**src/rtl/cache_mon_pkg.sv**
```systemverilog
`default_nettype none
// ============================================================================
// Module : cache_mon_pkg
// Brief  : Shared types, field offsets and sizing helpers for cache_trace_mon.
// Rev    : 1.0
// ============================================================================
package cache_mon_pkg;

    typedef enum logic [1:0] {
        CAP_IDLE  = 2'd0,
        CAP_ARMED = 2'd1,
        CAP_POST  = 2'd2,
        CAP_DONE  = 2'd3
    } cap_state_e;

    // rd_info is {wr, hit, way_idx}; the way index sits at bit 0
    localparam int WAY_LSB = 0;

    function automatic int way_idx_w(input int ways);
        return (ways > 1) ? $clog2(ways) : 1;
    endfunction

    function automatic int hit_bit(input int ways);
        return WAY_LSB + way_idx_w(ways);
    endfunction

    function automatic int wr_bit(input int ways);
        return hit_bit(ways) + 1;
    endfunction

    function automatic int entry_w(input int addr_w, input int data_w, input int ways);
        return addr_w + data_w + 2 + way_idx_w(ways);
    endfunction

endpackage
`default_nettype wire

```
**src/rtl/mon_trace_ram.sv**
```systemverilog
`default_nettype none
// ============================================================================
// Module : mon_trace_ram
// Brief  : DEPTH x WIDTH trace store, one write port, registered read port.
// Rev    : 1.0
// ============================================================================
module mon_trace_ram #(
    parameter int DEPTH = 16,
    parameter int WIDTH = 68
) (
    input  logic                     clk,
    input  logic                     i_we,
    input  logic [$clog2(DEPTH)-1:0] i_waddr,
    input  logic [WIDTH-1:0]         i_wdata,
    input  logic [$clog2(DEPTH)-1:0] i_raddr,
    output logic [WIDTH-1:0]         o_rdata
);

    logic [WIDTH-1:0] r_mem [DEPTH];
    logic [WIDTH-1:0] r_rdata;

    // Non-blocking read of r_mem yields the pre-write contents on a collision
    always_ff @(posedge clk) begin
        if (i_we) begin
            r_mem[i_waddr] <= i_wdata;
        end
        r_rdata <= r_mem[i_raddr];
    end

    assign o_rdata = r_rdata;

endmodule
`default_nettype wire

```
**src/rtl/cache_trace_mon.sv**
```systemverilog
`default_nettype none
// ============================================================================
// Module : cache_trace_mon
// Brief  : Per-way hit/miss/evict counters plus a triggerable request trace.
// Rev    : 1.0
// ============================================================================
module cache_trace_mon
    import cache_mon_pkg::*;
#(
    parameter int WAYS   = 4,
    parameter int ADDR_W = 32,
    parameter int DATA_W = 32,
    parameter int DEPTH  = 16,
    parameter int CNT_W  = 32
) (
    input  logic                          clk,
    input  logic                          rst_n,
    input  logic                          cfg_en,
    input  logic                          cfg_clr,
    input  logic                          cfg_trig_en,
    input  logic [ADDR_W-1:0]             cfg_trig_addr,
    input  logic [ADDR_W-1:0]             cfg_trig_mask,
    input  logic [$clog2(DEPTH):0]        cfg_post_cnt,
    input  logic                          mon_valid,
    input  logic                          mon_wr,
    input  logic [ADDR_W-1:0]             mon_addr,
    input  logic [DATA_W-1:0]             mon_data,
    input  logic [WAYS-1:0]               mon_way_hit,
    input  logic                          mon_evict,
    input  logic [$clog2(DEPTH)-1:0]      rd_idx,
    output logic [ADDR_W-1:0]             rd_addr,
    output logic [DATA_W-1:0]             rd_data,
    output logic [way_idx_w(WAYS)+1:0]    rd_info,
    output logic [1:0]                    cap_state,
    output logic [$clog2(DEPTH):0]        cap_count,
    output logic [WAYS*CNT_W-1:0]         hit_cnt,
    output logic [CNT_W-1:0]              miss_cnt,
    output logic [CNT_W-1:0]              evict_cnt,
    output logic                          err_multihit
);

    localparam int IDX_W   = $clog2(DEPTH);
    localparam int WAY_W   = way_idx_w(WAYS);
    localparam int WR_BIT  = wr_bit(WAYS);
    localparam int HIT_BIT = hit_bit(WAYS);
    localparam int ENTRY_W = entry_w(ADDR_W, DATA_W, WAYS);
    localparam logic [IDX_W:0] C_FULL = (IDX_W+1)'(DEPTH);
    localparam logic [IDX_W:0] C_LAST = (IDX_W+1)'(DEPTH - 1);

    cap_state_e          r_state;
    logic [IDX_W-1:0]    r_wr_ptr;
    logic [IDX_W:0]      r_count;
    logic [IDX_W:0]      r_post_rem;
    logic [CNT_W-1:0]    r_miss_cnt;
    logic [CNT_W-1:0]    r_evict_cnt;
    logic                r_err_multihit;
    logic                r_rd_valid;

    logic [WAY_W-1:0]    w_way_idx;
    logic                w_hit_any;
    logic                w_onehot;
    logic                w_multi;
    logic                w_trig;
    logic                w_cap_we;
    logic [IDX_W:0]      w_post_clamp;
    logic [IDX_W-1:0]    w_oldest;
    logic [IDX_W-1:0]    w_rd_phys;
    logic [ENTRY_W-1:0]  w_wr_entry;
    logic [ENTRY_W-1:0]  w_rd_entry;

    always_comb begin
        w_way_idx = '0;
        for (int i = 0; i < WAYS; i++) begin
            if (mon_way_hit[i]) begin
                w_way_idx = WAY_W'(i);
            end
        end
    end

    assign w_hit_any    = |mon_way_hit;
    assign w_onehot     = w_hit_any && ((mon_way_hit & (mon_way_hit - WAYS'(1))) == '0);
    assign w_multi      = w_hit_any && !w_onehot;
    assign w_trig       = ((mon_addr ^ cfg_trig_addr) & cfg_trig_mask) == '0;
    assign w_cap_we     = cfg_en && mon_valid && ((r_state == CAP_ARMED) || (r_state == CAP_POST));
    // Capping the window at DEPTH-1 keeps the trigger entry from being overwritten
    assign w_post_clamp = (cfg_post_cnt > C_LAST) ? C_LAST : cfg_post_cnt;

    always_ff @(posedge clk or negedge rst_n) begin
        if (!rst_n) begin
            r_state    <= CAP_IDLE;
            r_wr_ptr   <= '0;
            r_count    <= '0;
            r_post_rem <= '0;
        end else if (cfg_clr) begin
            r_state    <= CAP_IDLE;
            r_wr_ptr   <= '0;
            r_count    <= '0;
            r_post_rem <= '0;
        end else begin
            if (w_cap_we) begin
                r_wr_ptr <= r_wr_ptr + 1'b1;
                if (r_count != C_FULL) begin
                    r_count <= r_count + 1'b1;
                end
            end
            case (r_state)
                CAP_IDLE: begin
                    if (cfg_en) begin
                        r_state <= CAP_ARMED;
                    end
                end
                CAP_ARMED: begin
                    if (w_cap_we) begin
                        if (!cfg_trig_en) begin
                            if (r_count >= C_LAST) begin
                                r_state <= CAP_DONE;
                            end
                        end else if (w_trig) begin
                            if (w_post_clamp == '0) begin
                                r_state <= CAP_DONE;
                            end else begin
                                r_post_rem <= w_post_clamp;
                                r_state    <= CAP_POST;
                            end
                        end
                    end
                end
                CAP_POST: begin
                    if (w_cap_we) begin
                        r_post_rem <= r_post_rem - 1'b1;
                        if (r_post_rem <= (IDX_W+1)'(1)) begin
                            r_state <= CAP_DONE;
                        end
                    end
                end
                default: begin
                    r_state <= r_state;
                end
            endcase
        end
    end

    generate
        for (genvar g = 0; g < WAYS; g++) begin : g_hit
            logic [CNT_W-1:0] r_hit;
            always_ff @(posedge clk or negedge rst_n) begin
                if (!rst_n) begin
                    r_hit <= '0;
                end else if (cfg_clr) begin
                    r_hit <= '0;
                end else if (cfg_en && mon_valid && w_onehot && mon_way_hit[g] && (r_hit != '1)) begin
                    r_hit <= r_hit + 1'b1;
                end
            end
            assign hit_cnt[g*CNT_W +: CNT_W] = r_hit;
        end
    endgenerate

    always_ff @(posedge clk or negedge rst_n) begin
        if (!rst_n) begin
            r_miss_cnt     <= '0;
            r_evict_cnt    <= '0;
            r_err_multihit <= 1'b0;
        end else if (cfg_clr) begin
            r_miss_cnt     <= '0;
            r_evict_cnt    <= '0;
            r_err_multihit <= 1'b0;
        end else if (cfg_en) begin
            if (mon_valid && !w_hit_any && (r_miss_cnt != '1)) begin
                r_miss_cnt <= r_miss_cnt + 1'b1;
            end
            if (mon_evict && (r_evict_cnt != '1)) begin
                r_evict_cnt <= r_evict_cnt + 1'b1;
            end
            if (mon_valid && w_multi) begin
                r_err_multihit <= 1'b1;
            end
        end
    end

    // Once the buffer has wrapped, the next write slot holds the oldest entry
    assign w_oldest  = (r_count == C_FULL) ? r_wr_ptr : '0;
    assign w_rd_phys = w_oldest + rd_idx;

    always_ff @(posedge clk or negedge rst_n) begin
        if (!rst_n) begin
            r_rd_valid <= 1'b0;
        end else if (cfg_clr) begin
            r_rd_valid <= 1'b0;
        end else begin
            r_rd_valid <= ({1'b0, rd_idx} < r_count);
        end
    end

    assign w_wr_entry = {mon_addr, mon_data, mon_wr, w_onehot, w_way_idx};

    mon_trace_ram #(
        .DEPTH (DEPTH),
        .WIDTH (ENTRY_W)
    ) u_ram (
        .clk     (clk),
        .i_we    (w_cap_we),
        .i_waddr (r_wr_ptr),
        .i_wdata (w_wr_entry),
        .i_raddr (w_rd_phys),
        .o_rdata (w_rd_entry)
    );

    assign rd_addr      = r_rd_valid ? w_rd_entry[ENTRY_W-1 -: ADDR_W] : '0;
    assign rd_data      = r_rd_valid ? w_rd_entry[WR_BIT+1 +: DATA_W] : '0;
    assign rd_info      = r_rd_valid ? w_rd_entry[WR_BIT:WAY_LSB] : '0;
    assign cap_state    = r_state;
    assign cap_count    = r_count;
    assign miss_cnt     = r_miss_cnt;
    assign evict_cnt    = r_evict_cnt;
    assign err_multihit = r_err_multihit;

    // HIT_BIT documents the entry layout; referenced here to keep it tied to WR_BIT
    if (HIT_BIT + 1 != WR_BIT) begin : g_layout_bad
        $error("rd_info layout inconsistent");
    end

endmodule
`default_nettype wire

```
**config.mk**
```make
export PLATFORM = sky130hd
export DESIGN_NAME = cache_trace_mon
export DESIGN_NICKNAME = d
export VERILOG_FILES = /design/src/rtl/cache_mon_pkg.sv /design/src/rtl/mon_trace_ram.sv /design/src/rtl/cache_trace_mon.sv
export SDC_FILE = /design/constraint.sdc
export NUM_CORES = 1
export LEC_CHECK = 0
export CAP_MARGIN = 10
export CORE_MARGIN = 2
export CORE_UTILIZATION = 64
export DETAILED_ROUTE_END_ITERATION = 8
export DONT_BUFFER_PORTS = 1
export GPL_TIMING_DRIVEN = 0
export PLACE_DENSITY_LB_ADDON = 0.05
export SKIP_LAST_GASP = 1
export SLEW_MARGIN = 10
export SYNTH_ARGS = -nofsm -noshare
export SYNTH_HDL_FRONTEND = slang
export SYNTH_SLANG_ARGS = --single-unit
```
**constraint.sdc**
```tcl
create_clock -name clk -period 7.6 [get_ports clk]
set_clock_uncertainty 0.1 [all_clocks]
set_input_delay 0.76 -clock clk [delete_from_list [all_inputs] [get_ports clk]]
set_output_delay 0.76 -clock clk [all_outputs]
set_load 0.01 [all_outputs]
```
* Word level (Yosys, flattened, before mapping)
Memory sizes are Yosys's and may differ from the RTL's. A register that Yosys moved wholly into a read port is not among the register bits. Index checks and enable logic that the tools add are counted.
Cells by class: add/sub/neg operators 11, order comparisons 4, equal/unequal tests 19, multiplexer cells 50, bitwise operators 3, reduce and logical (&&, ||, !) cells 43
Operator list (number):
- $mux W32 | 16
- $add A32 B1 Y32 const B | 6
- $ne A32 B32 Y1 const B | 6
- $mux W5 | 10
- $and A32 B32 Y32 | 1
- $logic_not A32 Y1 | 1
- $xor A32 B32 Y32 | 1
- $mux W2 | 10
- $reduce_bool A2 Y1 | 10
- $logic_and A1 B1 Y1 | 17
- $mux W4 | 4
- $ne A3 B3 Y1 const B | 4
- $pmux W5 S2 | 1
- $ne A3 B2 Y1 const B | 3
- $mux W1 | 8
- $reduce_and A2 Y1 | 4
- $reduce_and A7 Y1 | 1
- $pmux W2 S3 | 1
- $reduce_and A6 Y1 | 1
- $add A5 B1 Y5 const B | 1
- $eq A5 B5 Y1 const B | 1
- $ge A5 B4 Y1 const B | 1
- $gt A5 B4 Y1 const B | 1
- $le A5 B1 Y1 const B | 1
- other kinds (19) | 20
Storage, ports and cells: register bits after elaboration 210, memory bits (writable) 1088, input bits 149, output and inout bits 268, logic and storage cells 143, memories kept 1
Memories:
- u_ram.r_mem | words 16, width 68, read ports 1, clocked after memory_dff 1, wr ports 1, RTL line mon_trace_ram.sv:19 | logic [WIDTH-1:0] r_mem [DEPTH];

* Longest topological paths before layout
depth after elaboration 10, mapped depth 13, mapped depth without buffers 11

* Hierarchy
A second synthesis with hierarchy kept.
Unflattened totals: cell total of the unflattened synthesis 3113, area total of the unflattened synthesis 54189.5 µm²
By module, submodules not included:
- mon_trace_ram | instances 1, cells each 1750, area an instance 41982.8 µm², seq. area each 34032.6 µm²
- cache_trace_mon | instances 1, cells each 1363, area an instance 12206.7 µm², seq. area each 5255.0 µm²

* Worst setup path after synthesis
No wires, ideal clock.
path kind input-to-reg, start point in cfg_en, end point mem u_ram.r_mem[4][0], enable pin, library setup time 0.434 ns, arrival time 3.139 ns, required time 7.066 ns, setup slack 3.927 ns, cell stages on the path 6, path buffers 2, path through buf_2 > and3_1 > clkbuf_1 > nand2_1 > nor2_1 > and2_1
Between the ends: word-level cells in the longest chain between the ends 4
Ends and longest elaborated chain:
- start, declared | RTL line cache_trace_mon.sv:18 | input logic cfg_en,
- $logic_and A1 B1 Y1 (2 in a row) | RTL line cache_trace_mon.sv:84 | assign w_cap_we = cfg_en && mon_valid && ((r_state == CAP_ARMED) || (r_state == CAP_POST));
- $mux W1 | RTL line mon_trace_ram.sv:24 | if (i_we) begin
- $mux W1 (not written as such) | RTL line mon_trace_ram.sv:25 | r_mem[i_waddr] <= i_wdata;
- end, declared | RTL line mon_trace_ram.sv:19
Every way passes these cells.

* Worst setup path after layout
start point reg r_count[0] (netlist: cap_count[0]), end point reg u_ram.r_rdata[37] (netlist: u_ram.o_rdata[37]) (read register of u_ram.r_mem)
Between the ends: word-level cells in the longest chain between the ends 3
Ends and longest elaborated chain:
- start, declared | RTL line cache_trace_mon.sv:52 | logic [IDX_W:0] r_count;
- start signal, assigned | RTL line cache_trace_mon.sv:103 | r_count <= r_count + 1'b1;
- $eq A5 B5 Y1 | RTL line cache_trace_mon.sv:182 | assign w_oldest = (r_count == C_FULL) ? r_wr_ptr : '0;
- $mux W4 | RTL line cache_trace_mon.sv:182
- $add A4 B4 Y4 | RTL line cache_trace_mon.sv:183 | assign w_rd_phys = w_oldest + rd_idx;
- end, declared | RTL line mon_trace_ram.sv:20 | logic [WIDTH-1:0] r_rdata;
Every way passes these cells. A chain may end at the register's enable or synchronous reset.

==> impl_results.html <==
<table>
<tr><th>Metric</th><th>Value</th></tr>
<tr><th colspan="2">Cells and area</th></tr>
<tr><td>Non-filler instance count after layout</td><td>approximately 4,900</td></tr>
<tr><td>Syn-to-layout area delta</td><td>13.3%</td></tr>
<tr><td>Most frequent standard cell in the layout excluding fill and tap cells</td><td>edfxtp_1</td></tr>
<tr><td>Highest-count cells in the layout ignoring fill and taps</td><td>1,088 x edfxtp_1, 272 x mux4_2, 227 x nor2_1</td></tr>
<tr><td>Share of layout cells above drive strength 1</td><td>around 16%</td></tr>
<tr><td>Post-layout nets</td><td>roughly 3,800</td></tr>
<tr><th colspan="2">Logic synthesis</th></tr>
<tr><td>Cell count after synthesis</td><td>~3,400</td></tr>
<tr><td>Average footprint of a synthesized cell</td><td>approximately 17 um2</td></tr>
<tr><td>Post-synth EDFFs</td><td>~1,100</td></tr>
<tr><td>Seq/Total Area, Yosys</td><td>slightly above 70%</td></tr>
<tr><td>Flip-flop cell with the highest count after synthesis</td><td>edfxtp_1</td></tr>
<tr><td>Mapped Nets</td><td>roughly 3,500</td></tr>
<tr><td>Post-synthesis cell area</td><td>about 56,000 um2</td></tr>
<tr><td>Total of flip-flops plus latches after synthesis</td><td>around 1,400</td></tr>
<tr><td>FFs w/ async S/R, synth</td><td>between 15 and 20%</td></tr>
<tr><td>Yosys warning total</td><td>0</td></tr>
<tr><td>Library cells used by synthesis</td><td>72</td></tr>
<tr><th colspan="2">Clock network</th></tr>
<tr><td>Later-pin clock latency in the skew report</td><td>740 ps</td></tr>
<tr><td>Number of levels in the clock H-tree</td><td>4</td></tr>
<tr><td>Clock Tree Buf Depth</td><td>3</td></tr>
<tr><td>Register clock-pin slew on the reported worst setup and hold paths</td><td>approximately 60 ps</td></tr>
<tr><td>TritonCTS clock tree</td><td>done</td></tr>
<tr><td>Number of clock sinks</td><td>between 1,000 and 1,500</td></tr>
<tr><td>Inserted Clock Buffers</td><td>around 140</td></tr>
<tr><td>CTS root buf</td><td>clkbuf_16</td></tr>
<tr><th colspan="2">Timing</th></tr>
<tr><td>Post-route clock period utilization</td><td>71.9%</td></tr>
<tr><td>Crit path time final</td><td>roughly 5500 ps</td></tr>
<tr><td>Total count of hold-check failures in the final report</td><td>0</td></tr>
<tr><td>Highest achievable clock rate</td><td>roughly 180 MHz</td></tr>
<tr><td>Final setup viols</td><td>0</td></tr>
<tr><td>Worst setup margin</td><td>about 2100 ps</td></tr>
<tr><td>Headroom to the max-slew limit</td><td>about an eighth</td></tr>
<tr><td>Slew @ Worst Pin</td><td>roughly 1300 ps</td></tr>
<tr><td>Final Slew Violations</td><td>0</td></tr>
<tr><td>Final TNS setup</td><td>0 ps</td></tr>
<tr><td>Post-route worst hold slack</td><td>roughly 66 ps</td></tr>
<tr><td>Setup repair after global routing missed its margin</td><td>false</td></tr>
<tr><th colspan="2">Detailed routing</th></tr>
<tr><td>Average wire per standard cell</td><td>between 20 and 30 um</td></tr>
<tr><td>Number of DRC violations after detailed-routing iteration 0</td><td>~3,400</td></tr>
<tr><td>Number of design rule violations left after detail routing</td><td>0</td></tr>
<tr><td>First-pass iteration count of the detailed router</td><td>5</td></tr>
<tr><td>Final Routed Wirelength</td><td>140 mm</td></tr>
<tr><td>Routed vias/inst</td><td>between 6 and 7</td></tr>
<tr><td>Number of nets still failing antenna checks after routing</td><td>0</td></tr>
<tr><td>Detailed-route via count</td><td>31,900</td></tr>
<tr><th colspan="2">Floorplan</th></tr>
<tr><td>Total die area</td><td>between 80,000 and 90,000 um2</td></tr>
<tr><td>Die span in x</td><td>around 300 um</td></tr>
<tr><td>Core area</td><td>86,300 um2</td></tr>
<tr><td>I/O pin total</td><td>around 420</td></tr>
<tr><td>Overall die height</td><td>299 um</td></tr>
<tr><td>Placement Rows</td><td>108</td></tr>
<tr><td>Initial core utilization</td><td>~64%</td></tr>
<tr><th colspan="2">Placement</th></tr>
<tr><td>Worst slack at placement</td><td>between 2000 and 2500 ps</td></tr>
<tr><td>Post-Place Cells</td><td>around 4,500</td></tr>
<tr><td>Port-buffer cells</td><td>0</td></tr>
<tr><td>Detailed Place HPWL</td><td>88.1 mm</td></tr>
<tr><td>Gpl congestion</td><td>just under 0.9</td></tr>
<tr><th colspan="2">Run</th></tr>
<tr><td>Total of max-cap violations</td><td>0</td></tr>
<tr><th colspan="2">Setup path</th></tr>
<tr><td>Cell with the largest stage delay on the worst path</td><td>clkbuf_1</td></tr>
<tr><td>Data required time at the worst endpoint</td><td>slightly above 8000 ps</td></tr>
<tr><td>Worst-case reg-to-reg path depth</td><td>13</td></tr>
<tr><td>Crit Path Category</td><td>reg2reg</td></tr>
<tr><td>CP most frequent cell</td><td>clkbuf_1</td></tr>
<tr><td>Maximum fanout along the worst path</td><td>12</td></tr>
<tr><td>Crit path cell chain</td><td>inv_1 -&gt; ha_1 -&gt; and4bb_2 -&gt; and2_1 -&gt; ha_1 -&gt; inv_1 -&gt; fa_1 -&gt; clkbuf_1 -&gt; clkbuf_1 -&gt; clkbuf_1 -&gt; mux4_2 -&gt; nand2_1 -&gt; a31oi_1</td></tr>
<tr><td>Biggest cell delay along the critical path</td><td>about 1000 ps</td></tr>
<tr><td>CP Data Arrival Time</td><td>~6000 ps</td></tr>
<tr><td>Element type at the critical path end</td><td>register</td></tr>
<tr><td>Type of origin of the critical path</td><td>register</td></tr>
<tr><th colspan="2">Status</th></tr>
<tr><td>Result of the run</td><td>completed</td></tr>
<tr><th colspan="2">Power</th></tr>
<tr><td>P per Cell Area</td><td>roughly 260 nW/um2</td></tr>
<tr><td>Leak Pwr</td><td>0.0212 uW</td></tr>
<tr><td>Peak VDD IR</td><td>roughly 0.22 mV</td></tr>
<tr><th colspan="2">GRT</th></tr>
<tr><td>Remaining global-route overflow</td><td>0</td></tr>
<tr><td>Antenna violations before repair</td><td>4</td></tr>
<tr><td>First-pass GRT wire length</td><td>209 mm</td></tr>
<tr><td>Maximum number of pins on one net before global-route repair</td><td>around 210</td></tr>
<tr><td>Overall fraction of global-route tracks in use</td><td>between 30% and 40%</td></tr>
<tr><td>Number of global-route vias before repair</td><td>32,700</td></tr>
<tr><th colspan="2">Worst hold path</th></tr>
<tr><td>Hold Path Class</td><td>in2async</td></tr>
</table>
-- per-layer routing --
layer  track usage (%)  share of wire (%)  vias up  routed length, um
li1                  -                  -    13500                  -
met1              43.1                 39    16700              54300
met2              51.4                 49     1552              68400
met3              9.18                9.5      240              13200
met4              9.05                2.6        6               3580
met5                 0              0.027        -                 37
-- state kept, by name, indices dropped and copies added (netlist names) --
register	flops
cap_count	5
cap_state	2
err_multihit	1
evict_cnt	32
g_hit.r_hit	128
miss_cnt	32
r_post_rem	5
r_rd_valid	1
r_wr_ptr	4
u_ram.o_rdata	68
u_ram.r_mem	1088
-- synthesized netlist by cell type, drive strengths merged (9+ instances only) --
cell type | n | share of area, %
dfrtp | 210 | 9.5
buf | 48 | 0.43
dfxtp | 68 | 2.5
a22oi | 16 | 0.22
mux2 | 9 | 0.19
mux4 | 272 | 11
nor2b | 14 | 0.16
or3 | 17 | 0.19
edfxtp | 1088 | 59
nor3 | 32 | 0.32
ha | 24 | 0.54
o211ai | 17 | 0.27
nand2 | 215 | 1.5
a31oi | 71 | 0.80
nor2 | 228 | 1.5
a21oi | 62 | 0.56
clkbuf | 120 | 0.81
inv | 37 | 0.25
xnor2 | 93 | 1.5
nand3 | 80 | 0.72
and3 | 44 | 0.50
and4 | 18 | 0.28
o21ai | 34 | 0.32
nand4 | 56 | 0.64
nor4 | 27 | 0.41
nand2b | 13 | 0.15
a211oi | 88 | 1.2
xor2 | 106 | 1.7
and2 | 170 | 1.9
-- layout make-up --
type	instances	area, um2
sequential	1366	39300
fill	5248	23400
multi-input combinational	1780	15500
clock buffer	194	3970
tap	1155	1450
timing repair buffer	88	1170
clock inverter	58	741
buffer	168	691
inverter	37	139
antenna	5	12.5
-- worst max-delay path: cells and delay by family, from the launching register on --
family          cells  cell delay, ps
simple gates        3             520
compound gates      1             310
fa+ha+maj           3             840
flops               1             540
mux                 1             360
buf+inv             5            2670
-- timing repair --
action / in CTS / in global routing
hold buffers: 66 / 0
setup buffers: 0 / 0
hold endpoints to repair: 1250 / 0
gates resized for setup: 0 / 0
-- kinds of logic after synthesis --
kind of cell,count (synthesis),synth area share (%)
fa+ha+maj,25,0.577
compound gates,325,3.95
buf+inv,205,1.49
simple gates,943,8.73
flops,1366,70.8
mux,288,11.3
xor+xnor,199,3.14
-- per-stage QoR --
step / util, % / instance area [um2] / total power, uW
after floorplan: - / 55500 / 8970
after global placement: 66.0 / 57000 / 9230
after detailed placement: 66.6 / 57500 / 9250
after CTS: 72.8 / 62900 / 16300
after global routing: 72.9 / 62900 / 16700
final: 72.9 / 62900 / 16200
-- where the power goes --
group	internal (uW)	switching, uW
clock	4190	2800
sequential	8190	49.9
combinational	364	618
-- worst paths after layout --
kind	end	start	slack (ps)
max	u_ram.o_rdata[37]$_DFF_P_	cap_count[0]$_DFFE_PN0P_	2130
min	g_hit[3].r_hit[26]$_DFFE_PN0P_	rst_n	70
max reg2reg	u_ram.o_rdata[37]$_DFF_P_	cap_count[0]$_DFFE_PN0P_	2130
min reg2reg	r_post_rem[1]$_DFFE_PN0P_	r_post_rem[1]$_DFFE_PN0P_	520
max in group asynchronous	evict_cnt[26]$_DFFE_PN0P_	rst_n	6580
min in group clk	r_post_rem[1]$_DFFE_PN0P_	cfg_clr	120
Note: power is estimated with default switching activity, not from simulation.
